$ cat config.mk
export PLATFORM = sky130hd
export DESIGN_NAME = dot_product_sched
export DESIGN_NICKNAME = d
export VERILOG_FILES = /design/src/rtl/dp_pkg.sv /design/src/rtl/dp_operand_gate.sv /design/src/rtl/dot_product_sched.sv
export SDC_FILE = /design/constraint.sdc
export NUM_CORES = 1
export LEC_CHECK = 0
export BUFFER_PORTS_ARGS = -buffer_cell sky130_fd_sc_hd__buf_2
export CORE_MARGIN = 2
export CORE_UTILIZATION = 40
export CTS_BUF_LIST = sky130_fd_sc_hd__clkbuf_4
export DETAILED_ROUTE_END_ITERATION = 16
export PLACE_DENSITY = 0.73
export SYNTH_ARGS = -nofsm -noshare
export SYNTH_HDL_FRONTEND = slang
export SYNTH_SLANG_ARGS = --single-unit
$ cat constraint.sdc
create_clock -name clk -period 3.9 [get_ports clk]
set_input_delay 0.195 -clock clk [delete_from_list [all_inputs] [get_ports clk]]
set_output_delay 0.195 -clock clk [all_outputs]
set_load 0.01 [all_outputs]
$ cat src/rtl/dp_pkg.sv
// dp_pkg: sequencer state encoding and address-width helpers shared with the datapath and memory wrappers.
package dp_pkg;
  localparam logic [2:0] S_IDLE   = 3'd0;
  localparam logic [2:0] S_CLR    = 3'd1;
  localparam logic [2:0] S_FEED   = 3'd2;
  localparam logic [2:0] S_DRAIN  = 3'd3;
  localparam logic [2:0] S_RESULT = 3'd4;
  localparam logic [2:0] S_FIN    = 3'd5;
  function automatic int pa_w(int pixel_n);
    return $clog2(pixel_n);
  endfunction
  function automatic int wa_w(int pixel_n, int neuron_n);
    return $clog2(pixel_n * neuron_n);
  endfunction
endpackage

$ cat src/rtl/dp_operand_gate.sv
// dp_operand_gate: forces datapath operands to zero unless a memory read issued last cycle is landing.
module dp_operand_gate import dp_pkg::*; #(
  parameter int PIXEL_SIZE  = 10,
  parameter int WEIGHT_SIZE = 19
) (
  input  logic                   clk,
  input  logic                   GlobalReset,
  input  logic                   feed,
  input  logic [PIXEL_SIZE-1:0]  pix_data,
  input  logic [WEIGHT_SIZE-1:0] wgt_data,
  output logic [PIXEL_SIZE-1:0]  dp_pixels,
  output logic [WEIGHT_SIZE-1:0] dp_weights
);
  logic feed_d;
  always_ff @(posedge clk or negedge GlobalReset)
    if (!GlobalReset) feed_d <= 1'b0;
    else feed_d <= feed;
  assign dp_pixels  = feed_d ? pix_data : '0;
  assign dp_weights = feed_d ? wgt_data : '0;
endmodule

$ cat src/rtl/dot_product_sched.sv
// dot_product_sched: sequences NEURON_N back-to-back dot products through the streaming datapath
// and hands each result to a downstream consumer over valid/ready.
module dot_product_sched import dp_pkg::*; #(
  parameter int PIXEL_N     = 10,
  parameter int NEURON_N    = 4,
  parameter int WEIGHT_SIZE = 19,
  parameter int PIXEL_SIZE  = 10,
  parameter int VAL_SIZE    = 26,
  parameter int LATENCY     = 8,
  parameter int PA_W        = pa_w(PIXEL_N),
  parameter int WA_W        = wa_w(PIXEL_N, NEURON_N),
  parameter int NI_W        = $clog2(NEURON_N)
) (
  input  logic                   clk,
  input  logic                   GlobalReset,
  input  logic                   start,
  output logic                   busy,
  output logic                   done,
  output logic [PA_W-1:0]        pix_addr,
  output logic [WA_W-1:0]        wgt_addr,
  output logic                   mem_rd,
  input  logic [PIXEL_SIZE-1:0]  pix_data,
  input  logic [WEIGHT_SIZE-1:0] wgt_data,
  output logic                   dp_clear,
  output logic [PIXEL_SIZE-1:0]  dp_pixels,
  output logic [WEIGHT_SIZE-1:0] dp_weights,
  input  logic [VAL_SIZE-1:0]    dp_value,
  output logic                   res_valid,
  input  logic                   res_ready,
  output logic [VAL_SIZE-1:0]    res_data,
  output logic [NI_W-1:0]        res_index
);
  localparam int DW = $clog2(LATENCY + 1);
  logic [2:0]      state;
  logic [PA_W-1:0] b;
  logic [WA_W-1:0] wa;
  logic [DW-1:0]   d;
  logic [NI_W-1:0] n;
  // wa walks n*PIXEL_N+b incrementally since neurons are fed strictly in order
  always_ff @(posedge clk or negedge GlobalReset)
    if (!GlobalReset) begin
      state     <= S_IDLE;
      b         <= '0;
      wa        <= '0;
      d         <= '0;
      n         <= '0;
      res_data  <= '0;
      res_index <= '0;
    end else
      case (state)
        S_IDLE: if (start) begin
          state <= S_CLR;
          n     <= '0;
          wa    <= '0;
        end
        S_CLR: begin
          state <= S_FEED;
          b     <= '0;
        end
        S_FEED: begin
          b  <= b + 1'b1;
          wa <= wa + 1'b1;
          if (b == PA_W'(PIXEL_N - 1)) begin
            state <= S_DRAIN;
            d     <= '0;
          end
        end
        S_DRAIN: begin
          d <= d + 1'b1;
          if (d == DW'(LATENCY)) begin
            res_data  <= dp_value;
            res_index <= n;
            state     <= S_RESULT;
          end
        end
        S_RESULT: if (res_ready) begin
          state <= (n == NI_W'(NEURON_N - 1)) ? S_FIN : S_CLR;
          n     <= (n == NI_W'(NEURON_N - 1)) ? n : n + 1'b1;
        end
        default: state <= S_IDLE;
      endcase
  assign busy      = state != S_IDLE;
  assign done      = state == S_FIN;
  assign mem_rd    = state == S_FEED;
  assign res_valid = state == S_RESULT;
  assign dp_clear  = !GlobalReset || state == S_CLR;
  assign pix_addr  = b;
  assign wgt_addr  = wa;
  dp_operand_gate #(.PIXEL_SIZE(PIXEL_SIZE), .WEIGHT_SIZE(WEIGHT_SIZE)) u_gate (
    .clk(clk),
    .GlobalReset(GlobalReset),
    .feed(mem_rd),
    .pix_data(pix_data),
    .wgt_data(wgt_data),
    .dp_pixels(dp_pixels),
    .dp_weights(dp_weights)
  );
endmodule

==> impl_results.md, run 1 <==
- Outcome: complete, no violations
- Worst Path Buf+Inv: 1
- Crit path DAT: 2260 ps
- Final setup viols: 0
- Die Height: 82.2 um
- Layout area overhead: 31.9%
- Post-CTS Setup Repair Bufs: 0
- Worst vdd rail ir drop: 349 uV
- Final core occ: 0.545
- Maximum fanout along the worst path: 29
- Share of the synthesized area in the top cell type: 0.491
- Maxcap violations: 0
- Vias per cell: 4.97
- First-pass GRT wire length: 8190 um
- Worst EP required: 4160 ps
- Critical R2R Launch: state[0]
- Detailed Place HPWL: 4130 um
- CP Depth: 4
- Setup CP Type: flop to flop
- Setup tns final: 0 ps
- H-Tree Depth: 2
- Die width: 82.2 um
- Clock Tree Root: clkbuf_4
- Worst Reg-to-Reg Cells: 4
- Antenna cells: 0
- Hold-critical path endpoint: res_data[21]
- Core box area: 5920 sq um
- Gr usage total: 0.154
- Routed length per instance: 13.1 um
- # resized after CTS: 0
- Clk_lat worst skew: 360 ps
- Crit. End Element: flop
- Ranking of synthesized cells by area: dfrtp_1 (49%), mux2_2 (10%), and2_1 (7.9%), mux2_4 (5.5%), ha_1 (3.1%)
- Post-route DRC violation count: 0
- Reg-to-reg critical path endpoint: res_data[8]
- Asr flop ratio synth: 1.00
- Hold Crit Class: primary input to flop
- Synth Register Bits: 48
- Gpl congestion: 0.799
- Static Leakage: 1.67 nW
- Cell breakdown of the critical path: nand3b_4 -> nor3_4 -> buf_4 -> mux2_2
- Layout cells sized above 1: 0.519
- Most common flop cell mapped by yosys: dfrtp_1
- Detail Route Antenna Nets: 0
- Hold Path Depth: 2
- Max incr delay on CP: 810 ps
- Initial drt markers: 99
- Final WL: 5410 um
- Max clock buf depth: 2
- # IOs: 131
- Tcrit/Tclk final: 0.513
- Initial antenna violation count: 0
- CTS tree: built
- CTS sink cnt: 48
- # rows: 28
- Worst slew pin tran: 690 ps
- Nets: 401
- Netlist cell types: 41
- Worst setup SP type: flop
- Die Area: 6760 sq um
- Slew headroom: 0.540
- Syn_nets: 272
- Launch point of the worst path: state[0]
- Pwr Density: 712 nW/um^2
- Most common cell after layout, fill and taps aside: buf_2
- RSZ-0062 raised after global routing: no
- Cells after Synth: 207
- Yosys warns: 0
- FF-to-FF setup slack: 1900 ps
- Vias in the first global route: 1873
- Clock transition at path regs: 150 ps
- Slowest CP cell: dfrtp_1
- GRT Residual Overflow: 0
- Largest delay share family, worst path: flip-flops
- Number of synthesized flops with an enable pin: 0
- Final Hold Fails: 0
- Cell accounting for the most synthesized area: dfrtp_1
- Via count: 2047
- Port bufs: 130
- Cell area after synthesis: 2450 sq um
- Initial core utilization: 0.413
- Final max-slew violation count: 0
- Sequential area share after synthesis: 0.491
- Clock Skew: 12.1 ps
- Largest net degree at the start of global routing: 50
- DR pass1 iterations: 4
- Max Freq: 0.500 GHz
- Cts bufs inserted: 5
- Final min period: 2000 ps
- Most frequent cells in the layout: buf_2 (130), dfrtp_1 (48), and2_1 (31), mux2_2 (22), o21ai_0 (12)
- Worst hold start: dp_value[21]
- Syn_area_per_cell: 11.8 sq um
worst max-delay path by stage:
stage	endpoint
after floorplan	res_data[12]
after global placement	res_data[8]
after detailed placement	res_data[4]
after CTS	res_data[8]
after global routing	res_data[4]
final	res_data[8]
state kept, by name, summed over array words and instances (netlist names):
name,cells
d,4
n,2
pix_addr,4
res_data,26
res_index,2
state,3
u_gate.feed_d,1
wgt_addr,6
cell usage after synthesis, drive strengths merged (2+ instances only):
cell	count
and2	31
ha	6
nand4	4
o21ai	13
a21oi	3
nor3b	2
buf	8
nor4b	2
nand2b	5
mux2	31
and3	2
clkbuf	3
dfrtp	48
mux2i	3
nand3	5
nand2	6
inv	6
and3b	2
nor2	6
a21o	2
a22o	3
o2bb2ai	3
cells by family after synthesis:
kind of cell / after synthesis / synth area share
AOI/OAI and AO/OA: 31 / 0.0844
adders and majority gates: 6 / 0.0307
buffers and inverters: 17 / 0.0399
DFF: 48 / 0.491
muxes: 34 / 0.169
and+or+nand+nor: 71 / 0.186
layout make-up:
type / instances / area (sq um)
Clock buffer: 5 / 37.5
Clock inverter: 3 / 47.5
Fill cell: 562 / 2690
Inverter: 6 / 22.5
Multi-Input combinational cell: 142 / 1150
Sequential cell: 48 / 1200
Tap cell: 75 / 93.8
Timing Repair Buffer: 133 / 676
routing by layer:
layer | part of all wire | GRT usage | up-vias | wire (um)
li1 | - | - | 988 | -
met4 | 0.013 | 0.0617 | 0 | 71
met1 | 0.36 | 0.173 | 966 | 1960
met5 | 0 | 0 | - | 0
met2 | 0.55 | 0.293 | 86 | 3000
met3 | 0.069 | 0.0185 | 7 | 374
per-stage QoR:
stage / hold slack, ps / instance area, sq um / setup WS [ps] / instances / power (mW)
floorplan: -101 / 2450 / 2330 / 207 / 1.60
global placement: 335 / 3130 / 2000 / 403 / 1.99
detailed placement: 340 / 3130 / 1910 / 403 / 2.03
CTS: 27.7 / 3230 / 1890 / 412 / 2.33
global route: 23.7 / 3230 / 1750 / 412 / 2.50
finish: 43.8 / 3230 / 1900 / 412 / 2.30
timing repair:
action	in CTS	in global routing
setup endpoints to repair	0	0
hold buffers	1	0
hold endpoints to repair	48	0
power breakdown:
part | total (mW) | leakage, nW | internal [mW] | switching, mW
registers | 0.959 | 0.580 | 0.729 | 0.230
logic | 1.04 | 1.05 | 0.555 | 0.486
clock network | 0.299 | 0.0454 | 0.137 | 0.161
Power figures use the tool's default switching activity.
==> inputs of run 2 (changes only) <==
--- a/config.mk
+++ b/config.mk
@@ -5,6 +5,7 @@
 export SDC_FILE = /design/constraint.sdc
 export NUM_CORES = 1
 export LEC_CHECK = 0
+export ABC_AREA = 1
 export BUFFER_PORTS_ARGS = -buffer_cell sky130_fd_sc_hd__buf_2
 export CORE_MARGIN = 2
 export CORE_UTILIZATION = 40
==> constraint.sdc (replaced) <==
create_clock -name clk -period 2 [get_ports clk]
set_input_delay 0.1 -clock clk [delete_from_list [all_inputs] [get_ports clk]]
set_output_delay 0.1 -clock clk [all_outputs]
set_load 0.01 [all_outputs]
==> impl_results.md, run 2 <==
- Sw Share: 0.453
- Final setup viols: 0
- Final min period: 1690 ps
- Detailed Place HPWL: 4590 um
- Syn_nets: 378
- RSZ-0062 raised after global routing: no
- Number of synthesized flops with an enable pin: 0
- Final Hold Fails: 0
- Antenna cells: 0
- Met3 wire length: 477 um
- Final core occ: 0.585
- Die Area: 6720 sq um
- DR pass1 iterations: 4
- Outcome: complete, no violations
- Sequential area share after synthesis: 0.494
- Worst slew pin tran: 780 ps
- Syn_area_per_cell: 7.77 sq um
- Routed length per instance: 11.6 um
- Final WL: 6300 um
- Initial antenna violation count: 0
- Max clock buf depth: 2
- Netlist cell types: 23
- Seq pwr share: 0.402
- H-Tree Depth: 2
- Largest net degree at the start of global routing: 49
- Worst EP required: 1900 ps
- # fillers: 550
- Static Leakage: 2.14 nW
- Cells after Synth: 313
- Power share of the combinational group: 0.496
- GRT Residual Overflow: 0
- Worst setup SP type: flop
- Net Switching: 1.99 mW
- Via count: 2485
- Ranking of synthesized cells by area: dfrtp_1 (49%), nand2_1 (17%), nand3_1 (8.9%), inv_1 (7.1%), ha_1 (3.1%)
- Die Height: 82.0 um
- Setup CP Type: flop to output pin
- CTS tree: built
- Gpl congestion: 0.795
- Clock Skew: 11.8 ps
- Top Layer Used: met4
- Placed Area: 3120 sq um
- Detail Route Antenna Nets: 0
- Synth cell count leaders: nand2_1 (112), dfrtp_1 (48), inv_1 (46), nand3_1 (43), o21ai_0 (9)
- Die width: 82.0 um
- Yosys warns: 0
- Synth Register Bits: 48
- Clock transition at path regs: 140 ps
- Maximum fanout along the worst path: 29
- Slew headroom: 0.480
- Internal power: 2.41 mW
- Crit. End Element: output pin
- Initial drt markers: 95
- Nets: 534
- Layout cells sized above 1: 0.321
- Largest register FFs: 26
- # rows: 28
- Pwr Density: 1280 nW/um^2
- Clock Tree Root: clkbuf_4
- Cell accounting for the most synthesized area: dfrtp_1
- Most common cell after layout, fill and taps aside: buf_2
- Clk_lat worst skew: 360 ps
- # IOs: 131
- Clock share of power: 0.102
- Core box area: 5890 sq um
- Port bufs: 130
- Hold Crit Class: primary input to flop
- Crit path DAT: 1590 ps
- Final Cell Area: 3450 sq um
- First-pass GRT wire length: 9600 um
- Tcrit/Tclk final: 0.843
- Maxcap violations: 0
- CTS sink cnt: 48
- Setup tns final: 0 ps
- Cell area after synthesis: 2430 sq um
- Count leader, synth: nand2_1
- Share of the synthesized area in the top cell type: 0.494
- Layout area overhead: 41.7%
- Vias per cell: 4.56
- Asr flop ratio synth: 1.00
- Max Freq: 0.593 GHz
- Vias in the first global route: 2243
- Largest reg by FF count: res_data
- Initial core utilization: 0.413
- WL met2: 3170 um
- Most frequent cells in the layout: buf_2 (130), nand2_1 (112), dfrtp_1 (48), inv_1 (46), nand3_1 (43)
- Post-route DRC violation count: 0
- Hold WS: 54.0 ps
- Worst vdd rail ir drop: 564 uV
- Cts bufs inserted: 5
- Gr usage total: 0.188
- Final max-slew violation count: 0
- Most common flop cell mapped by yosys: dfrtp_1
- WL met1: 2580 um
## run 2: power by group through the flow
| stage | logic, mW | registers [mW] | clock network (mW) |
|---|---|---|---|
| after global placement | 2.12 | 1.78 | 0 |
| after CTS | 2.21 | 1.77 | 0.471 |
| after detailed placement | 2.17 | 1.78 | 0 |
| after global routing | 2.50 | 1.85 | 0.498 |
| after floorplan | 1.28 | 1.88 | 0 |
| final | 2.19 | 1.77 | 0.450 |
## run 2: path summary, 6_finish.rpt
kind                                from      endpoint  slack, ps  depth (start not counted)
hold reg to reg             res_data[14]  res_data[14]        480                          2
setup reg to reg                state[2]  res_index[0]        340                          6
setup / recovery           u_gate.feed_d  dp_pixels[1]        310                          3
hold / removal                 res_ready      state[2]         50                          4
min in group asynchronous    GlobalReset   pix_addr[1]        370                          3
max in group asynchronous    GlobalReset   res_data[8]       1220                          3
## run 2: logic make-up (layout without fill, tap and decap cells)
logic type | Yosys count | count (layout) | synth area share
AND/OR/NAND/NOR | 172 | 172 | 0.305
buffers and inverters | 62 | 219 | 0.114
flip-flops | 48 | 48 | 0.494
AO/OA/AOI/OAI | 23 | 23 | 0.0489
adder cells (fa/ha/maj) | 6 | 6 | 0.0309
XOR/XNOR | 2 | 2 | 0.00721
## run 2: final cells by class
type / instances / area (sq um) / area share
Sequential cell: 48 / 1200 / 0.349
Timing Repair Buffer: 162 / 958 / 0.278
Multi-Input combinational cell: 203 / 952 / 0.276
Inverter: 49 / 184 / 0.0534
Tap cell: 75 / 93.8 / 0.0272
Clock buffer: 5 / 37.5 / 0.0109
Clock inverter: 3 / 18.8 / 0.00545
## run 2: timing repair
item / in CTS / in global routing
buffers inserted: 0 / 0
resized for setup: 0 / 0
hold buffers: 27 / 0
hold endpoints to repair: 74 / 0
endpoints found under the setup margin: 0 / 0
## run 2: layer usage
| metal | vias to the layer above | GRT usage |
|---|---|---|
| li1 | 1282 | - |
| met1 | 1104 | 0.211 |
| met2 | 95 | 0.353 |
| met3 | 4 | 0.0352 |
| met4 | 0 | 0.0617 |
| met5 | - | 0 |
## run 2: per-stage QoR
stage	setup WS, ps	cells	total power [mW]
after floorplan	661	313	3.15
after global placement	377	510	3.90
after detailed placement	347	510	3.96
after CTS	290	545	4.45
after global routing	130	545	4.85
final	315	545	4.41
## run 2: worst max-delay path, stage by stage (launching register included)
cell and delay [ps]:
dfrtp_1 880, nand2_1 110, inv_1 100, buf_2 130
==> inputs of run 3 (changes only) <==
--- a/config.mk
+++ b/config.mk
@@ -11,7 +11,7 @@
 export CORE_UTILIZATION = 40
 export CTS_BUF_LIST = sky130_fd_sc_hd__clkbuf_4
 export DETAILED_ROUTE_END_ITERATION = 16
-export PLACE_DENSITY = 0.73
+export PLACE_DENSITY = 0.76
 export SYNTH_ARGS = -nofsm -noshare
 export SYNTH_HDL_FRONTEND = slang
 export SYNTH_SLANG_ARGS = --single-unit
==> constraint.sdc (replaced) <==
create_clock -name clk -period 1.54 [get_ports clk]
set_input_delay 0.077 -clock clk [delete_from_list [all_inputs] [get_ports clk]]
set_output_delay 0.077 -clock clk [all_outputs]
set_load 0.01 [all_outputs]
==> impl_results.md, run 3 (synthesis results as in run 2) <==
- Largest reg by FF count: res_data
- Hold Path Depth: 4
- Routed length per instance: 12.3 um
- Die width: 82.0 um
- GRT Residual Overflow: 0
- Hold WS: 74.9 ps
- Internal power: 3.54 mW
- Hold-critical path endpoint: state[2]
- Vias per cell: 4.72
- Post-route DRC violation count: 0
- Cell breakdown of the critical path: nor2_4 -> nand2_1 -> inv_1 -> buf_2
- Pwr Density: 1760 nW/um^2
- Final max-slew violation count: 0
- Gr usage total: 0.196
- Layout area overhead: 45.3%
- FF-to-FF setup slack: 120 ps
- Nets: 537
- Die Height: 82.0 um
- # fillers: 542
- Max clock buf depth: 2
- CTS tree: built
- Max Freq: 0.702 GHz
- Cts bufs inserted: 5
- Via count: 2584
- Register area: 1200 sq um
- Final WL: 6730 um
- Die Area: 6720 sq um
- Clock Tree Root: clkbuf_4
- # IOs: 131
- Critical R2R Launch: d[0]
- Outcome: complete, no violations
- Final core occ: 0.600
- Layout cells sized above 1: 0.333
- CTS sink cnt: 48
- Most common cell after layout, fill and taps aside: buf_2
- Static Leakage: 2.19 nW
- Setup CP Type: flop to output pin
- Worst setup SP type: flop
- Vias in the first global route: 2309
- Most frequent cells in the layout: buf_2 (130), nand2_1 (112), inv_1 (46), dfrtp_1 (46), nand3_1 (43)
- Sw Share: 0.430
- Maxcap violations: 0
- Initial core utilization: 0.413
- Clk_lat worst skew: 360 ps
- First-pass GRT wire length: 10100 um
- Worst Reg-to-Reg Cells: 7
- Initial antenna violation count: 0
- Port bufs: 130
- Gpl congestion: 0.747
- Crit. End Element: output pin
- Antenna cells: 0
- Final Hold Fails: 0
- DR pass1 iterations: 4
- Clock share of power: 0.143
- Worst hold start: res_ready
- Largest register FFs: 26
- Initial drt markers: 179
- H-Tree Depth: 2
- Reg-to-reg critical path endpoint: res_data[8]
- Total power: 6.21 mW
- Final min period: 1420 ps
- Maximum fanout along the worst path: 6
- Worst vdd rail ir drop: 782 uV
- Slowest CP cell: dfrtp_2
- Core box area: 5890 sq um
- Net Switching: 2.67 mW
- Tcrit/Tclk final: 0.925
- RSZ-0062 raised after global routing: yes
- Detail Route Antenna Nets: 0
- Hold Crit Class: primary input to flop
- Clock Skew: 16.5 ps
- Max incr delay on CP: 490 ps
- Worst slew pin tran: 603 ps
- Detailed Place HPWL: 4730 um
- Area occupied by multi-input gates: 970 sq um
- Slew headroom: 0.598
- Final setup viols: 0
- Power share of the combinational group: 0.493
- Seq pwr share: 0.364
- Crit path DAT: 1350 ps
- Worst EP required: 1460 ps
- Clock transition at path regs: 130 ps
- # rows: 28
- Largest net degree at the start of global routing: 49
## run 3: cell count changes in the layout (fill, tap and decap cells not counted), sizes merged
| cell | previous run | this run |
|---|---|---|
| buf | 135 | 138 |
| bufinv | 0 | 2 |
| clkinv | 1 | 0 |
| clkinvlp | 2 | 0 |
## run 3: metrics by stage
step	setup WS [ps]	area, sq um	std cells	TNS, ps
detailed placement	-6.41	3130	511	-6.41
floorplan	201	2430	313	0
global placement	27.3	3130	511	0
finish	116	3530	547	0
CTS	14.2	3500	545	0
global route	-1.97	3530	547	-1.97
## run 3: cell type report
| type | instances | share of cell area |
|---|---|---|
| Sequential cell | 48 | 0.341 |
| Timing Repair Buffer | 165 | 0.279 |
| Multi-Input combinational cell | 203 | 0.274 |
| Inverter | 49 | 0.0521 |
| Tap cell | 75 | 0.0266 |
| Clock inverter | 2 | 0.0170 |
| Clock buffer | 5 | 0.0106 |
## run 3: repair_timing
action / 4_1_cts / 5_1_grt
hold buffers: 27 / 0
gates resized for setup: 2 / 5
endpoints found under the setup margin: 15 / 31
hold endpoints to repair: 74 / 0
pin swaps: 0 / 1
setup buffers: 0 / 2
## run 3: power groups by stage
stage / Clock, mW / Sequential [mW] / Combinational (mW)
2_1_floorplan: 0 / 2.44 / 1.66
3_3_place_gp: 0 / 2.25 / 2.86
3_5_place_dp: 0 / 2.26 / 2.95
4_1_cts: 0.911 / 2.24 / 3.01
5_1_grt: 0.967 / 2.34 / 3.49
6_report: 0.888 / 2.26 / 3.06
## run 3: worst max-delay path: cells and delay by family, from the launching register on
| family | cells | cell delay, ps |
|---|---|---|
| flip-flops | 1 | 490 |
| buffers and inverters | 2 | 250 |
| AND/OR/NAND/NOR | 2 | 240 |
## run 3: worst max-delay path by stage
stage	from	end	slack, ps	cells after the start
after floorplan	d[0]	state[2]	200	9
after global placement	d[0]	res_index[0]	30	7
after detailed placement	d[0]	res_index[0]	-6	7
after CTS	state[1]	res_valid	10	4
after global routing	state[1]	res_valid	-2	4
final	state[1]	res_valid	120	4
## run 3: per-layer routing
| layer | global-route usage | up-vias | routed length (um) |
|---|---|---|---|
| met2 | 0.372 | 100 | 3570 |
| met5 | 0 | - | 0 |
| met4 | 0.0633 | 0 | 96 |
| met1 | 0.213 | 1193 | 2550 |
| met3 | 0.0462 | 13 | 510 |
| li1 | - | 1278 | - |
